File: config.mk
export PLATFORM = sky130hd
export DESIGN_NAME = bitwise_selfcheck_flat
export DESIGN_NICKNAME = d
export VERILOG_FILES = /design/src/rtl/bitwise_selfcheck_if.sv /design/src/rtl/bitwise_selfcheck.sv /design/src/flat_wrapper.sv
export SDC_FILE = /design/constraint.sdc
export NUM_CORES = 1
export LEC_CHECK = 0
export CORE_ASPECT_RATIO = 1.1
export CORE_UTILIZATION = 50
export CTS_BUF_LIST = sky130_fd_sc_hd__clkbuf_8
export DETAILED_ROUTE_END_ITERATION = 8
export PLACE_DENSITY = 0.82
export SETUP_SLACK_MARGIN = 0.02
export SYNTH_ARGS = -nofsm -noshare
export SYNTH_HDL_FRONTEND = slang
export SYNTH_SLANG_ARGS = --single-unit
File: constraint.sdc
create_clock -name clk -period 3.3 [get_ports clk]
set_input_delay 0.495 -clock clk [delete_from_list [all_inputs] [get_ports clk]]
set_output_delay 0.495 -clock clk [all_outputs]
set_load 0.02 [all_outputs]
File: src/rtl/bitwise_selfcheck_if.sv
// Connection bundle between the self-check engine and the bitwise OR/NOT block under test.
// The master side is the engine; the slave side is the block plus whatever pulses start.
interface bitwise_selfcheck_if #(
  parameter int unsigned W     = 3,
  parameter int unsigned ERR_W = 8
);
  logic             start;
  logic [W-1:0]     a_out;
  logic [W-1:0]     b_out;
  logic [W-1:0]     or_bitwise_in;
  logic             or_logical_in;
  logic [2*W-1:0]   not_in;
  logic             busy;
  logic             done;
  logic             pass;
  logic [ERR_W-1:0] err_count;
  logic             first_fail_vld;
  logic [2*W-1:0]   first_fail_vec;

  modport master (
    input  start, or_bitwise_in, or_logical_in, not_in,
    output a_out, b_out, busy, done, pass, err_count, first_fail_vld, first_fail_vec
  );

  modport slave (
    output start, or_bitwise_in, or_logical_in, not_in,
    input  a_out, b_out, busy, done, pass, err_count, first_fail_vld, first_fail_vec
  );
endinterface

File: src/rtl/bitwise_selfcheck.sv
// Exhaustive stimulus/response engine for the bitwise OR/NOT block: sweeps every {a,b},
// compares the three responses against locally computed values and records the results.
module bitwise_selfcheck #(
  parameter int unsigned W      = 3,
  parameter int unsigned SETTLE = 1,
  parameter int unsigned ERR_W  = 8
) (
  input logic                 clk,
  input logic                 rst,
  bitwise_selfcheck_if.master bus
);
  localparam int unsigned VW = 2 * W;
  localparam int unsigned CW = (SETTLE > 1) ? $clog2(SETTLE) : 1;
  localparam logic [CW-1:0]    SettleLast = CW'((SETTLE > 0) ? SETTLE - 1 : 0);
  localparam logic [VW-1:0]    VecLast    = '1;
  localparam logic [ERR_W-1:0] ErrMax     = '1;

  typedef enum logic [2:0] {StIdle, StDrive, StWait, StCheck, StDone} state_e;

  state_e           r_state, w_state_d;
  logic [VW-1:0]    r_vec, w_vec_d;
  logic [CW-1:0]    r_cnt, w_cnt_d;
  logic [ERR_W-1:0] r_err, w_err_d;
  logic             r_ff_vld, w_ff_vld_d;
  logic [VW-1:0]    r_ff_vec, w_ff_vec_d;

  logic [W-1:0]     w_exp_or;
  logic             w_exp_lor;
  logic [VW-1:0]    w_exp_not;
  logic             w_mismatch;

  assign w_exp_or   = r_vec[VW-1:W] | r_vec[W-1:0];
  assign w_exp_lor  = |r_vec;
  assign w_exp_not  = ~r_vec;
  assign w_mismatch = (bus.or_bitwise_in != w_exp_or) || (bus.or_logical_in != w_exp_lor) ||
                      (bus.not_in != w_exp_not);

  always_ff @(posedge clk or posedge rst) begin
    if (rst) begin
      r_state  <= StIdle;
      r_vec    <= '0;
      r_cnt    <= '0;
      r_err    <= '0;
      r_ff_vld <= 1'b0;
      r_ff_vec <= '0;
    end else begin
      r_state  <= w_state_d;
      r_vec    <= w_vec_d;
      r_cnt    <= w_cnt_d;
      r_err    <= w_err_d;
      r_ff_vld <= w_ff_vld_d;
      r_ff_vec <= w_ff_vec_d;
    end
  end

  always_comb begin
    w_state_d  = r_state;
    w_vec_d    = r_vec;
    w_cnt_d    = r_cnt;
    w_err_d    = r_err;
    w_ff_vld_d = r_ff_vld;
    w_ff_vec_d = r_ff_vec;
    unique case (r_state)
      StIdle, StDone: begin
        if (bus.start) begin
          w_state_d  = StDrive;
          w_vec_d    = '0;
          w_err_d    = '0;
          w_ff_vld_d = 1'b0;
          w_ff_vec_d = '0;
        end
      end
      StDrive: begin
        w_cnt_d   = '0;
        w_state_d = (SETTLE == 0) ? StCheck : StWait;
      end
      StWait: begin
        if (r_cnt == SettleLast) w_state_d = StCheck;
        else                     w_cnt_d   = r_cnt + 1'b1;
      end
      StCheck: begin
        // One count per failing vector; only the earliest failure is latched.
        if (w_mismatch) begin
          if (r_err != ErrMax) w_err_d = r_err + 1'b1;
          if (!r_ff_vld) begin
            w_ff_vld_d = 1'b1;
            w_ff_vec_d = r_vec;
          end
        end
        if (r_vec == VecLast) begin
          w_state_d = StDone;
        end else begin
          w_vec_d   = r_vec + 1'b1;
          w_state_d = StDrive;
        end
      end
      default: w_state_d = StIdle;
    endcase
  end

  // r_vec only moves on entry to DRIVE, so the operands come straight from it.
  assign bus.a_out          = r_vec[VW-1:W];
  assign bus.b_out          = r_vec[W-1:0];
  assign bus.busy           = (r_state == StDrive) || (r_state == StWait) ||
                              (r_state == StCheck);
  assign bus.done           = (r_state == StDone);
  assign bus.pass           = (r_state == StDone) && (r_err == '0);
  assign bus.err_count      = r_err;
  assign bus.first_fail_vld = r_ff_vld;
  assign bus.first_fail_vec = r_ff_vec;
endmodule

File: src/flat_wrapper.sv
// flat-port wrapper written by rule: the top's interface ports become plain ports
module bitwise_selfcheck_flat 
#(
  parameter int unsigned W      = 3,
  parameter int unsigned SETTLE = 1,
  parameter int unsigned ERR_W  = 8
)
  (clk, rst, bus_start, bus_or_bitwise_in, bus_or_logical_in, bus_not_in, bus_a_out, bus_b_out, bus_busy, bus_done, bus_pass, bus_err_count, bus_first_fail_vld, bus_first_fail_vec);
  bitwise_selfcheck_if #(.W(W), .ERR_W(ERR_W)) bus_i ();
  input logic clk;
  input logic rst;
  input wire logic [$bits(bus_i.start)-1:0] bus_start;
  input wire logic [$bits(bus_i.or_bitwise_in)-1:0] bus_or_bitwise_in;
  input wire logic [$bits(bus_i.or_logical_in)-1:0] bus_or_logical_in;
  input wire logic [$bits(bus_i.not_in)-1:0] bus_not_in;
  output wire logic [$bits(bus_i.a_out)-1:0] bus_a_out;
  output wire logic [$bits(bus_i.b_out)-1:0] bus_b_out;
  output wire logic [$bits(bus_i.busy)-1:0] bus_busy;
  output wire logic [$bits(bus_i.done)-1:0] bus_done;
  output wire logic [$bits(bus_i.pass)-1:0] bus_pass;
  output wire logic [$bits(bus_i.err_count)-1:0] bus_err_count;
  output wire logic [$bits(bus_i.first_fail_vld)-1:0] bus_first_fail_vld;
  output wire logic [$bits(bus_i.first_fail_vec)-1:0] bus_first_fail_vec;
  assign bus_i.start = bus_start;
  assign bus_i.or_bitwise_in = bus_or_bitwise_in;
  assign bus_i.or_logical_in = bus_or_logical_in;
  assign bus_i.not_in = bus_not_in;
  assign bus_a_out = bus_i.a_out;
  assign bus_b_out = bus_i.b_out;
  assign bus_busy = bus_i.busy;
  assign bus_done = bus_i.done;
  assign bus_pass = bus_i.pass;
  assign bus_err_count = bus_i.err_count;
  assign bus_first_fail_vld = bus_i.first_fail_vld;
  assign bus_first_fail_vec = bus_i.first_fail_vec;
  bitwise_selfcheck #(.W(W), .SETTLE(SETTLE), .ERR_W(ERR_W)) u_core (.clk(clk), .rst(rst), .bus(bus_i));
endmodule
==> results of run 1 <==
==> area by class of cell <==
class	instances	area share
multi-input cells	115	0.422
flip-flops and latches	24	0.321
repair buffers	36	0.193
clock buffers	3	0.0221
well taps	33	0.0221
inverters	10	0.0201
==> cells in the mapped netlist (2+ instances only) <==
master     number  share of area
inv_1          10          0.026
and4_1          2          0.012
nand3_1         7          0.024
and3b_1         2          0.012
nand2_1        21          0.054
nand2b_1        3          0.013
or4_1           2          0.010
ha_1            4          0.034
o2bb2ai_1       4          0.024
xor2_1          5          0.030
a32o_1          2          0.014
nor2_1         11          0.028
mux2i_1         6          0.041
dfrtp_1        24           0.41
xnor2_1         7          0.042
or2_2           2         0.0085
o21ai_0         6          0.021
or3_1           5          0.021
o211ai_1        4          0.021
mux2_4          2          0.021
nor4b_1         2          0.012
clkbuf_1        4          0.010
a2111o_1        2          0.015
nand3b_1        2          0.010
buf_6           2          0.015
==> kinds of logic after synthesis <==
family / share of synthesized area
xor+xnor: 0.0718
mux: 0.0615
buf+inv: 0.0513
fa+ha+maj: 0.0342
simple gates: 0.235
flops: 0.410
compound gates: 0.136
==> report_power, final <==
part | total (mW) | internal, mW | switching (mW)
registers | 0.444 | 0.358 | 0.0854
clock network | 0.169 | 0.0814 | 0.0878
logic | 0.625 | 0.276 | 0.349
total | 1.24 | 0.716 | 0.522
==> worst paths after layout <==
kind / from / end / slack [ns] / depth (start not counted)
worst max register to register: u_core.r_vec[4] / u_core.bus.first_fail_vec[0] / 0.74 / 5
worst min register to register: u_core.r_state[2] / u_core.r_state[1] / 0.49 / 1
min in group asynchronous: rst / u_core.bus.err_count[1] / 0.73 / 2
worst max-delay path: u_core.bus.err_count[0] / bus_pass / 0.68 / 6
worst min-delay path: u_core.r_state[2] / u_core.r_state[1] / 0.49 / 1
max in group asynchronous: rst / u_core.bus.err_count[3] / 2.01 / 2
==> worst max-delay path: stages (launching register included) <==
cell and delay, ns:
dfrtp_1 0.41, inv_1 0.11, ha_1 0.16, nor4b_1 0.26, nand2_1 0.09, nor4_1 0.19, clkdlybuf4s50_1 0.65
==> registers in the layout, summed over array words and instances (netlist names) <==
register and cells:
u_core.bus.err_count 8, u_core.bus.first_fail_vec 6, u_core.bus.first_fail_vld 1, u_core.r_state 3, u_core.r_vec 6
==> per-stage QoR <==
step                      cells  setup slack, ns  utilization  power, mW
after floorplan             155            0.803            -      0.864
after global placement      218            0.564        0.658       1.05
after detailed placement    218            0.471        0.658       1.07
after CTS                   221            0.663        0.673       1.24
after global routing        221            0.569        0.673       1.32
final                       221            0.679        0.673       1.24
==> metal layers <==
metal  global-route usage  vias up  part of all wire
li1                     -      618                 -
met1                0.321      639              0.44
met2                0.411       37              0.50
met3               0.0362        2             0.052
met4               0.0451        0            0.0039
met5                    0        -                 0
==> results.rst, run 1 <==
.. list-table::
   :header-rows: 1

   * - Metric
     - Value
   * - Achievable Freq
     - approximately 380 MHz
   * - Setup Viol. Count Final
     - 0
   * - Weighted congestion reported at the end of routability-driven placement
     - 0.847
   * - Power density of the placed cells
     - 662 nW/um^2
   * - Setup_tns
     - 0 ns
   * - CTS clock-pin slew for the worst setup and hold paths
     - 0.08 ns
   * - Total CTS buffers
     - 3
   * - Total of hold buffers inserted after clock tree synthesis
     - 0
   * - Multi-input combinational cell area
     - 788 um^2
   * - Number of unique standard cell types used by synthesis
     - 39
   * - Buffer cell driving the clock tree root
     - clkbuf_8
   * - Critical path data required time
     - between 2 and 3 ns
   * - Tightest Pin Transition
     - 0.917 ns
   * - Sequential standard cell area
     - 601 um^2
   * - Fill cells
     - between 200 and 250
   * - Number of port buffers
     - 36
   * - Crit path launch type
     - register
   * - Count of flip-flops with a built-in enable after synthesis
     - 0
   * - Worst-case headroom to the max-slew limit
     - 0.388
   * - Total grt overflow
     - 0
   * - Count of antenna diodes in the layout
     - 0
   * - Number of synthesis warnings
     - 0
   * - Mapped cell area
     - 1460 um^2
   * - Number of DRC violations after detailed-routing iteration 0
     - 21
   * - Outcome
     - finished, final reports clean
   * - Leading cell type in the layout, fill and taps excluded
     - clkdlybuf4s50_1
   * - Cell leakage power
     - slightly below 0.8 nW
   * - HP Class
     - reg2reg
   * - Startpoint-to-endpoint class of the critical path
     - reg2out
   * - Initial antenna violation count
     - 0
   * - Clk Latency, worst-skew pair
     - 0.26 ns
   * - Vias in the first global route
     - 1269
   * - Number of hold-slack violations in the final timing report
     - 0
   * - Horizontal extent of the die
     - 53.6 um
   * - Fraction of layout instances using a drive strength above 1
     - 0.0426
   * - Half-perimeter wire length after placement
     - approximately 2500 um
   * - Final Cycle Share
     - 0.794
   * - Die Outline Area
     - ~3100 um^2
   * - Register bit count reported by yosys
     - 24
   * - Syn Inst Count
     - 155
   * - Post-layout minimum cycle time
     - 2.62 ns
   * - I/O pin count
     - 37
   * - Detail-routed net length per standard cell
     - ~15 um
   * - Syn avg cell area
     - 9.44 um^2
   * - Number of nets produced by synthesis
     - between 150 and 200
   * - Portion of the post-synthesis area used by sequential elements
     - 0.410
   * - First-pass GRT wire length
     - 5700 um
   * - Quantity of gates resized following cts
     - 0
   * - Overall via count from detail_route
     - 1296
   * - Synth-to-Final Area Change
     - 27.7%
   * - Nets
     - 207
   * - Instance area after placement
     - about 1800 um^2
   * - TritonCTS sink count
     - 24
   * - Top FF cell, synth
     - dfrtp_1
   * - Final worst clock skew
     - 0.00492 ns
   * - Core outline area
     - 2780 um^2
   * - Antenna-violating nets left
     - 0
   * - Maximum fanout encountered on the critical timing path
     - 4
   * - Data arrival time of the critical path
     - 2.13 ns
   * - Post-synth ARST share
     - 1.00
   * - Total number of H-tree levels
     - 1
   * - Post-route standard cell area excluding fillers
     - around 1900 um^2
   * - Max Slew Vio Count
     - 0
   * - Endpoint type of the worst setup path
     - output port
   * - Residual DRC
     - 0
   * - Row cnt
     - 20
   * - Worst vdd ir
     - 0.438 mV
   * - Number of buffers on the longest clock path
     - 2
   * - Tightest hold margin
     - 0.486 ns
   * - Number of detailed-route iterations in the first pass
     - 4
   * - Largest net degree at the start of global routing
     - 25
   * - Starting density of the core
     - 0.527
   * - Total wire length
     - 3320 um
   * - Global-route usage over all layers
     - 0.241
   * - Detail-routed via count per cell
     - a little under 6
   * - RSZ-0062 raised after global routing
     - false
   * - Buffer count from post-CTS setup fixing
     - 0
   * - Die height
     - 58.8 um
   * - Clock tree from TritonCTS
     - yes
   * - Max-cap viol count
     - 0
   * - Leading cell types in the layout, fill and taps excluded
     - clkdlybuf4s50_1 (36), dfrtp_1 (24), nand2_1 (21)
Note: power is estimated with default switching activity, not from simulation.
==> inputs of run 2 (changes only) <==
Settings changed: CORE_UTILIZATION 50 to 46, PLACE_DENSITY 0.82 to 0.8.
Clock period 3.3 ns to 2.3 ns, I/O delays scaled along.
==> run 2 against run 1 <==
Effect of this change:
- cell count increased by 7.7%
- core utilization shrank 0.75 points
- sequential share of layout area is 2.5 points lower
- combinational power up 66%
- via count rose by 1.8%
- power up 63%
- die area up 8.4%
- design area increased by 8.5%
- setup slack worse by 0.64 ns
- highest routed layer unchanged
==> results.rst, run 2 (synthesis gave the netlist of run 1 again) <==
.. list-table::
   :header-rows: 1

   * - Metric
     - Value
   * - Post-layout minimum cycle time
     - 2.26 ns
   * - Layout Utilization
     - 0.665 (was 0.673)
   * - Clock tree from TritonCTS
     - yes (unchanged)
   * - Vias in the first global route
     - 1294 (was 1269)
   * - CTS clock-pin slew for the worst setup and hold paths
     - 0.09 ns (was 0.08 ns)
   * - Detail-routed net length per standard cell
     - 14.8 um (was 15.0 um)
   * - Power density of the placed cells
     - 994 nW/um^2 (was 662 nW/um^2)
   * - Total wire length
     - 3520 um (was 3320 um)
   * - Cell leakage power
     - 0.861 nW (was 0.769 nW)
   * - Row cnt
     - 21 (was 20)
   * - Final Cycle Share
     - 0.984
   * - Number of DRC violations after detailed-routing iteration 0
     - 35 (was 21)
   * - Number of hold-slack violations in the final timing report
     - 0 (unchanged)
   * - Weighted congestion reported at the end of routability-driven placement
     - 0.835 (was 0.847)
   * - Setup Viol. Count Final
     - 0 (unchanged)
   * - Initial antenna violation count
     - 0 (unchanged)
   * - Number of port buffers
     - 36 (unchanged)
   * - Total number of H-tree levels
     - 1 (unchanged)
   * - Number of buffers on the longest clock path
     - 2 (unchanged)
   * - Horizontal extent of the die
     - 55.8 um (was 53.6 um)
   * - Worst-case headroom to the max-slew limit
     - 0.626 (was 0.388)
   * - Fraction of layout instances using a drive strength above 1
     - 0.142 (was 0.0426)
   * - Residual DRC
     - 0 (unchanged)
   * - Overall via count from detail_route
     - 1319 (was 1296)
   * - Synth-to-Final Area Change
     - 38.5% (was 27.7%)
   * - Leading cell types in the layout, fill and taps excluded
     - clkdlybuf4s50_1 (35), dfrtp_1 (23), nand2_1 (21) (was clkdlybuf4s50_1 (36), dfrtp_1 (24), nand2_1 (21))
   * - Starting density of the core
     - 0.480 (was 0.527)
   * - Worst r2r path cells
     - 5 (unchanged)
   * - Total of hold buffers inserted after clock tree synthesis
     - 0 (unchanged)
   * - Final worst clock skew
     - 0.00637 ns (was 0.00492 ns)
   * - Max Slew Vio Count
     - 0 (unchanged)
   * - Antenna-violating nets left
     - 0 (unchanged)
   * - Count of antenna diodes in the layout
     - 0 (unchanged)
   * - Total grt overflow
     - 0 (unchanged)
   * - Global-route usage over all layers
     - 0.216 (was 0.241)
   * - First-pass GRT wire length
     - 5680 um (was 5700 um)
   * - Die height
     - 61.2 um (was 58.8 um)
   * - Post-layout total power
     - 2.02 mW (was 1.24 mW)
   * - Critical path data required time
     - 2.46 ns (was 2.80 ns)
   * - Startpoint-to-endpoint class of the critical path
     - reg2reg (was reg2out)
   * - Number of detailed-route iterations in the first pass
     - 4 (unchanged)
   * - Instance area after placement
     - 1940 um^2 (was 1830 um^2)
   * - Post-route standard cell area excluding fillers
     - 2030 um^2 (was 1870 um^2)
   * - Clk Latency, worst-skew pair
     - 0.27 ns (was 0.26 ns)
   * - Worst Setup Slack, final
     - 0.0366 ns (was 0.679 ns)
   * - Total CTS buffers
     - 3 (unchanged)
   * - Maximum fanout encountered on the critical timing path
     - 4 (unchanged)
   * - Core outline area
     - 3050 um^2 (was 2780 um^2)
   * - Worst vdd ir
     - 0.692 mV (was 0.438 mV)
   * - Achievable Freq
     - 442 MHz
   * - TritonCTS sink count
     - 24 (unchanged)
   * - Endpoint type of the worst setup path
     - register (was output port)
   * - Data arrival time of the critical path
     - 2.43 ns (was 2.13 ns)
   * - Buffer cell driving the clock tree root
     - clkbuf_8 (unchanged)
   * - Detail-routed via count per cell
     - 5.54 (was 5.86)
   * - Crit path launch type
     - register (unchanged)
   * - Post-Place Setup Slack
     - -0.150 ns (was 0.471 ns)
   * - Outcome
     - finished, final reports clean (unchanged)
   * - HP Class
     - in2async (was reg2reg)
   * - Half-perimeter wire length after placement
     - 2750 um (was 2490 um)
   * - Leading cell type in the layout, fill and taps excluded
     - clkdlybuf4s50_1 (unchanged)
   * - Tightest hold margin
     - 0.416 ns (was 0.486 ns)
   * - Die Outline Area
     - 3410 um^2 (was 3150 um^2)
   * - Nets
     - 222 (was 207)
   * - RSZ-0062 raised after global routing
     - true (was false)
   * - Largest net degree at the start of global routing
     - 25 (unchanged)
   * - I/O pin count
     - 37 (unchanged)
   * - Flip-flop count of the largest register, all copies and words added
     - 8 (unchanged)
   * - Max-cap viol count
     - 0 (unchanged)
   * - Tightest Pin Transition
     - 0.555 ns (was 0.917 ns)
==> run 2: cell count changes in the layout (fill, tap and decap cells not counted), sizes merged <==
cell           before  now
buf                 0   15
bufinv              0    1
clkdlybuf4s50      36   35
dlygate4sd2         0    1
==> run 2: where the power goes <==
part	internal, mW	total, mW	switching [mW]
clock	0.233	0.371	0.139
sequential	0.515	0.602	0.0873
combinational	0.494	1.04	0.549
total	1.24	2.02	0.775
==> run 2: cell type report <==
cell class,count,area [um^2]
Fill cell,262,1020
Tap cell,34,42.5
Clock inverter,1,30.0
Sequential cell,24,602
Inverter,10,37.5
Timing Repair Buffer,51,475
Clock buffer,3,41.3
Multi-Input combinational cell,115,800
==> run 2: timing repair <==
item | 4_1_cts | 5_1_grt
endpoints found under the setup margin | 1 | 8
gates resized for setup | 1 | 5
hold endpoints to repair | 0 | 0
pin swaps | 0 | 2
buffers inserted | 0 | 1
==> run 2: metal layers <==
layer  global-route usage  vias to the layer above  wire (um)
li1                     -                      643          -
met1                0.242                      638       1440
met2                0.423                       33       1910
met3               0.0273                        5        129
met4               0.0929                        0         37
met5                    0                        -          0
==> run 2: path summary, 6_finish.rpt <==
kind / endpoint / start / slack [ns]
max in group asynchronous: u_core.r_vec[4] / rst / 1.63
setup reg to reg: u_core.bus.first_fail_vec[0] / u_core.r_vec[4] / 0.04
hold reg to reg: u_core.r_state[1] / u_core.r_state[2] / 0.50
min in group clk: u_core.r_state[1] / u_core.r_state[2] / 0.50
setup / recovery: u_core.bus.first_fail_vec[0] / u_core.r_vec[4] / 0.04
hold / removal: u_core.bus.err_count[0] / rst / 0.42
==> run 2: stage by stage <==
step | cells | TNS, ns
finish | 238 | 0
global route | 238 | -0.0214
CTS | 237 | 0
detailed placement | 233 | -1.23
global placement | 233 | -0.935
floorplan | 155 | -0.256
==> run 2: critical path, cell delays in order (launching register included) <==
cell and delay (ns):
dfrtp_2 0.41, or3_4 0.37, or3_4 0.34, a2111o_1 0.48, o21a_2 0.27, mux2_4 0.29
==> inputs of run 3 (changes only) <==
Settings changed: CORE_UTILIZATION 46 to 50, PLACE_DENSITY 0.8 to 0.82, SLEW_MARGIN set to 20.
Clock period 2.3 ns to 2.12 ns, I/O delays scaled along.
==> run 3 against run 2 <==
Effect of this change:
- power is 9.8% higher
- via count increased by 8.3%
- register-to-register slack lost 0.15 ns
- combinational power is 24% higher
- the run now ends with negative setup slack left
- hold slack got worse by 0.015 ns
- core utilization is 10 points higher
- sequential cell count unchanged
==> results.rst, run 3 (synthesis gave the netlist of run 1 again) <==
.. list-table::
   :header-rows: 1

   * - Metric
     - Value
   * - Fraction of layout instances using a drive strength above 1
     - 0.205 (was 0.142)
   * - Total CTS buffers
     - 3 (unchanged)
   * - Post-Place Setup Slack
     - -0.297 ns (was -0.150 ns)
   * - HP Class
     - in2async (unchanged)
   * - Number of placed cells counting well taps
     - 245 (was 233)
   * - Leading cell types in the layout, fill and taps excluded
     - clkdlybuf4s50_1 (35), buf_4 (26), dfrtp_1 (23) (was clkdlybuf4s50_1 (35), dfrtp_1 (23), nand2_1 (21))
   * - Combinational group share of total power
     - 0.583 (was 0.517)
   * - Slowest stage cell on the critical path
     - dfrtp_2 (was a2111o_1)
   * - Slowest stage delay, CP
     - 0.43 ns (was 0.48 ns)
   * - Final worst clock skew
     - 0.00317 ns (was 0.00637 ns)
   * - Finished Layout Cells
     - 252 (was 238)
   * - Leading cell type in the layout, fill and taps excluded
     - clkdlybuf4s50_1 (unchanged)
   * - Number of detailed-route iterations in the first pass
     - 4 (unchanged)
   * - Count of antenna diodes in the layout
     - 0 (unchanged)
   * - Antenna-violating nets left
     - 0 (unchanged)
   * - Setup Viol. Count Final
     - 14 (was 0)
   * - Number of DRC violations after detailed-routing iteration 0
     - 43 (was 35)
   * - Flip-flop count of the largest register, all copies and words added
     - 8 (unchanged)
   * - TritonCTS sink count
     - 24 (unchanged)
   * - Worst Setup Slack, final
     - -0.110 ns (was 0.0366 ns)
   * - Net switching power figure
     - 0.899 mW (was 0.775 mW)
   * - Buffer cell driving the clock tree root
     - clkbuf_8 (unchanged)
   * - Horizontal extent of the die
     - 53.6 um (was 55.8 um)
   * - Number of port buffers
     - 36 (unchanged)
   * - Row cnt
     - 20 (was 21)
   * - Max-cap viol count
     - 0 (unchanged)
   * - Cell Chain, Critical Path
     - or3_4 > or3_4 > a211o_1 > or4_1 > a32o_1 (was or3_4 > or3_4 > a2111o_1 > o21a_2 > mux2_4)
   * - Sequential fraction of design power
     - 0.290 (was 0.299)
   * - Cell leakage power
     - 0.933 nW (was 0.861 nW)
   * - Die height
     - 58.8 um (was 61.2 um)
   * - Total internal power
     - 1.32 mW (was 1.24 mW)
   * - Final Cycle Share
     - 1.05 (was 0.984)
   * - Outcome
     - finished with violations (was finished, final reports clean)
   * - Data arrival time of the critical path
     - 2.39 ns (was 2.43 ns)
   * - Detail-routed net length per standard cell
     - 15.5 um (was 14.8 um)
   * - Setup_tns
     - -1.07 ns (was 0 ns)
   * - First-pass GRT wire length
     - 6640 um (was 5680 um)
   * - Crit path launch type
     - register (unchanged)
   * - Detail-routed via count per cell
     - 5.67 (was 5.54)
   * - Core outline area
     - 2780 um^2 (was 3050 um^2)
   * - Nets
     - 237 (was 222)
   * - Worst-case headroom to the max-slew limit
     - 0.605 (was 0.626)
   * - Vias in the first global route
     - 1511 (was 1294)
   * - Tightest hold margin
     - 0.401 ns (was 0.416 ns)
   * - Part of the total power dissipated in the clock network
     - 0.127 (was 0.184)
   * - Sw frac
     - 0.406 (was 0.384)
   * - Residual DRC
     - 0 (unchanged)
   * - Number of buffers on the longest clock path
     - 2 (unchanged)
   * - Total grt overflow
     - 0 (unchanged)
   * - Worst path most repeated cell
     - or3_4 (unchanged)
   * - Critical path data required time
     - 2.28 ns (was 2.46 ns)
   * - CTS clock-pin slew for the worst setup and hold paths
     - 0.09 ns (about the same)
   * - Post-route standard cell area excluding fillers
     - 2130 um^2 (was 2030 um^2)
   * - Power density of the placed cells
     - 1040 nW/um^2 (was 994 nW/um^2)
   * - Starting density of the core
     - 0.527 (was 0.480)
   * - Die Outline Area
     - 3150 um^2 (was 3410 um^2)
   * - Synth-to-Final Area Change
     - 45.5% (was 38.5%)
   * - Weighted congestion reported at the end of routability-driven placement
     - 0.848 (was 0.835)
   * - Clk Latency, worst-skew pair
     - 0.27 ns (about the same)
   * - Endpoint type of the worst setup path
     - register (unchanged)
   * - Global-route usage over all layers
     - 0.285 (was 0.216)
   * - Layout Utilization
     - 0.767 (was 0.665)
   * - Total number of H-tree levels
     - 1 (unchanged)
   * - Largest net degree at the start of global routing
     - 25 (unchanged)
   * - Instance area after placement
     - 2030 um^2 (was 1940 um^2)
   * - Violated checks
     - negative setup slack
   * - Startpoint-to-endpoint class of the critical path
     - reg2reg (unchanged)
   * - Post-layout total power
     - 2.21 mW (was 2.02 mW)
   * - Initial antenna violation count
     - 0 (unchanged)
   * - Tightest Pin Transition
     - 0.587 ns (was 0.555 ns)
   * - Worst vdd ir
     - 0.879 mV (was 0.692 mV)
   * - Maximum fanout encountered on the critical timing path
     - 3 (was 4)
   * - Clock tree from TritonCTS
     - yes (unchanged)
   * - I/O pin count
     - 37 (unchanged)
   * - Overall via count from detail_route
     - 1428 (was 1319)
   * - Number of hold-slack violations in the final timing report
     - 0 (unchanged)
   * - Total wire length
     - 3910 um (was 3520 um)
   * - Half-perimeter wire length after placement
     - 2980 um (was 2750 um)
   * - Post-layout minimum cycle time
     - 2.23 ns (was 2.26 ns)
   * - RSZ-0062 raised after global routing
     - true (unchanged)
   * - Achievable Freq
     - 448 MHz (was 442 MHz)
   * - Max Slew Vio Count
     - 0 (unchanged)
-- run 3: cell count changes in the layout (fill, tap and decap cells not counted), sizes merged --
cell	before	now
bufinv	1	0
inv	10	11
clkbuf	3	4
buf	15	30
dlygate4sd2	1	0
-- run 3: timing repair --
item                                    CTS  global route
hold buffers                              0             0
setup buffers                             3             0
endpoints found under the setup margin   15            16
resized for setup                         6             7
pin swaps                                 5             2
-- run 3: metal layers --
metal	global-route usage	wire length, um	vias to the layer above
met3	0.0310	212	2
met4	0.113	10	0
met5	0	0	-
met2	0.507	2090	63
met1	0.343	1600	687
li1	-	-	676
-- run 3: layout make-up --
type / count / area (um^2)
inverters: 10 / 37.5
fillers: 199 / 648
flip-flops and latches: 24 / 602
clock buffers: 3 / 41.3
multi-input cells: 115 / 808
clock inverters: 1 / 3.75
repair buffers: 66 / 596
well taps: 33 / 41.3
-- run 3: critical path: cells and delay by family, from the launching register on --
family,cells,cell delay (ns)
simple gates,3,1.12
compound gates,2,0.56
flops,1,0.43
-- run 3: worst paths after layout --
| check | from | end | slack [ns] | cells after the start |
|---|---|---|---|---|
| worst max register to register | u_core.r_vec[4] | u_core.bus.err_count[7] | -0.11 | 5 |
| worst max-delay path | u_core.r_vec[4] | u_core.bus.err_count[7] | -0.11 | 5 |
| min in group clk | u_core.bus.first_fail_vld | u_core.bus.first_fail_vld | 0.53 | 2 |
| worst min-delay path | rst | u_core.bus.err_count[6] | 0.40 | 3 |
| worst min register to register | u_core.bus.first_fail_vld | u_core.bus.first_fail_vld | 0.53 | 2 |
| max in group asynchronous | rst | u_core.r_vec[4] | 1.46 | 3 |
-- run 3: power groups by stage --
stage                     Clock [mW]  Sequential (mW)  Combinational [mW]
after floorplan                    0            0.751               0.593
after global placement             0            0.639                1.18
after detailed placement           0            0.650                1.22
after CTS                      0.280            0.638                1.28
after global routing           0.297            0.653                1.40
final                          0.282            0.642                1.29
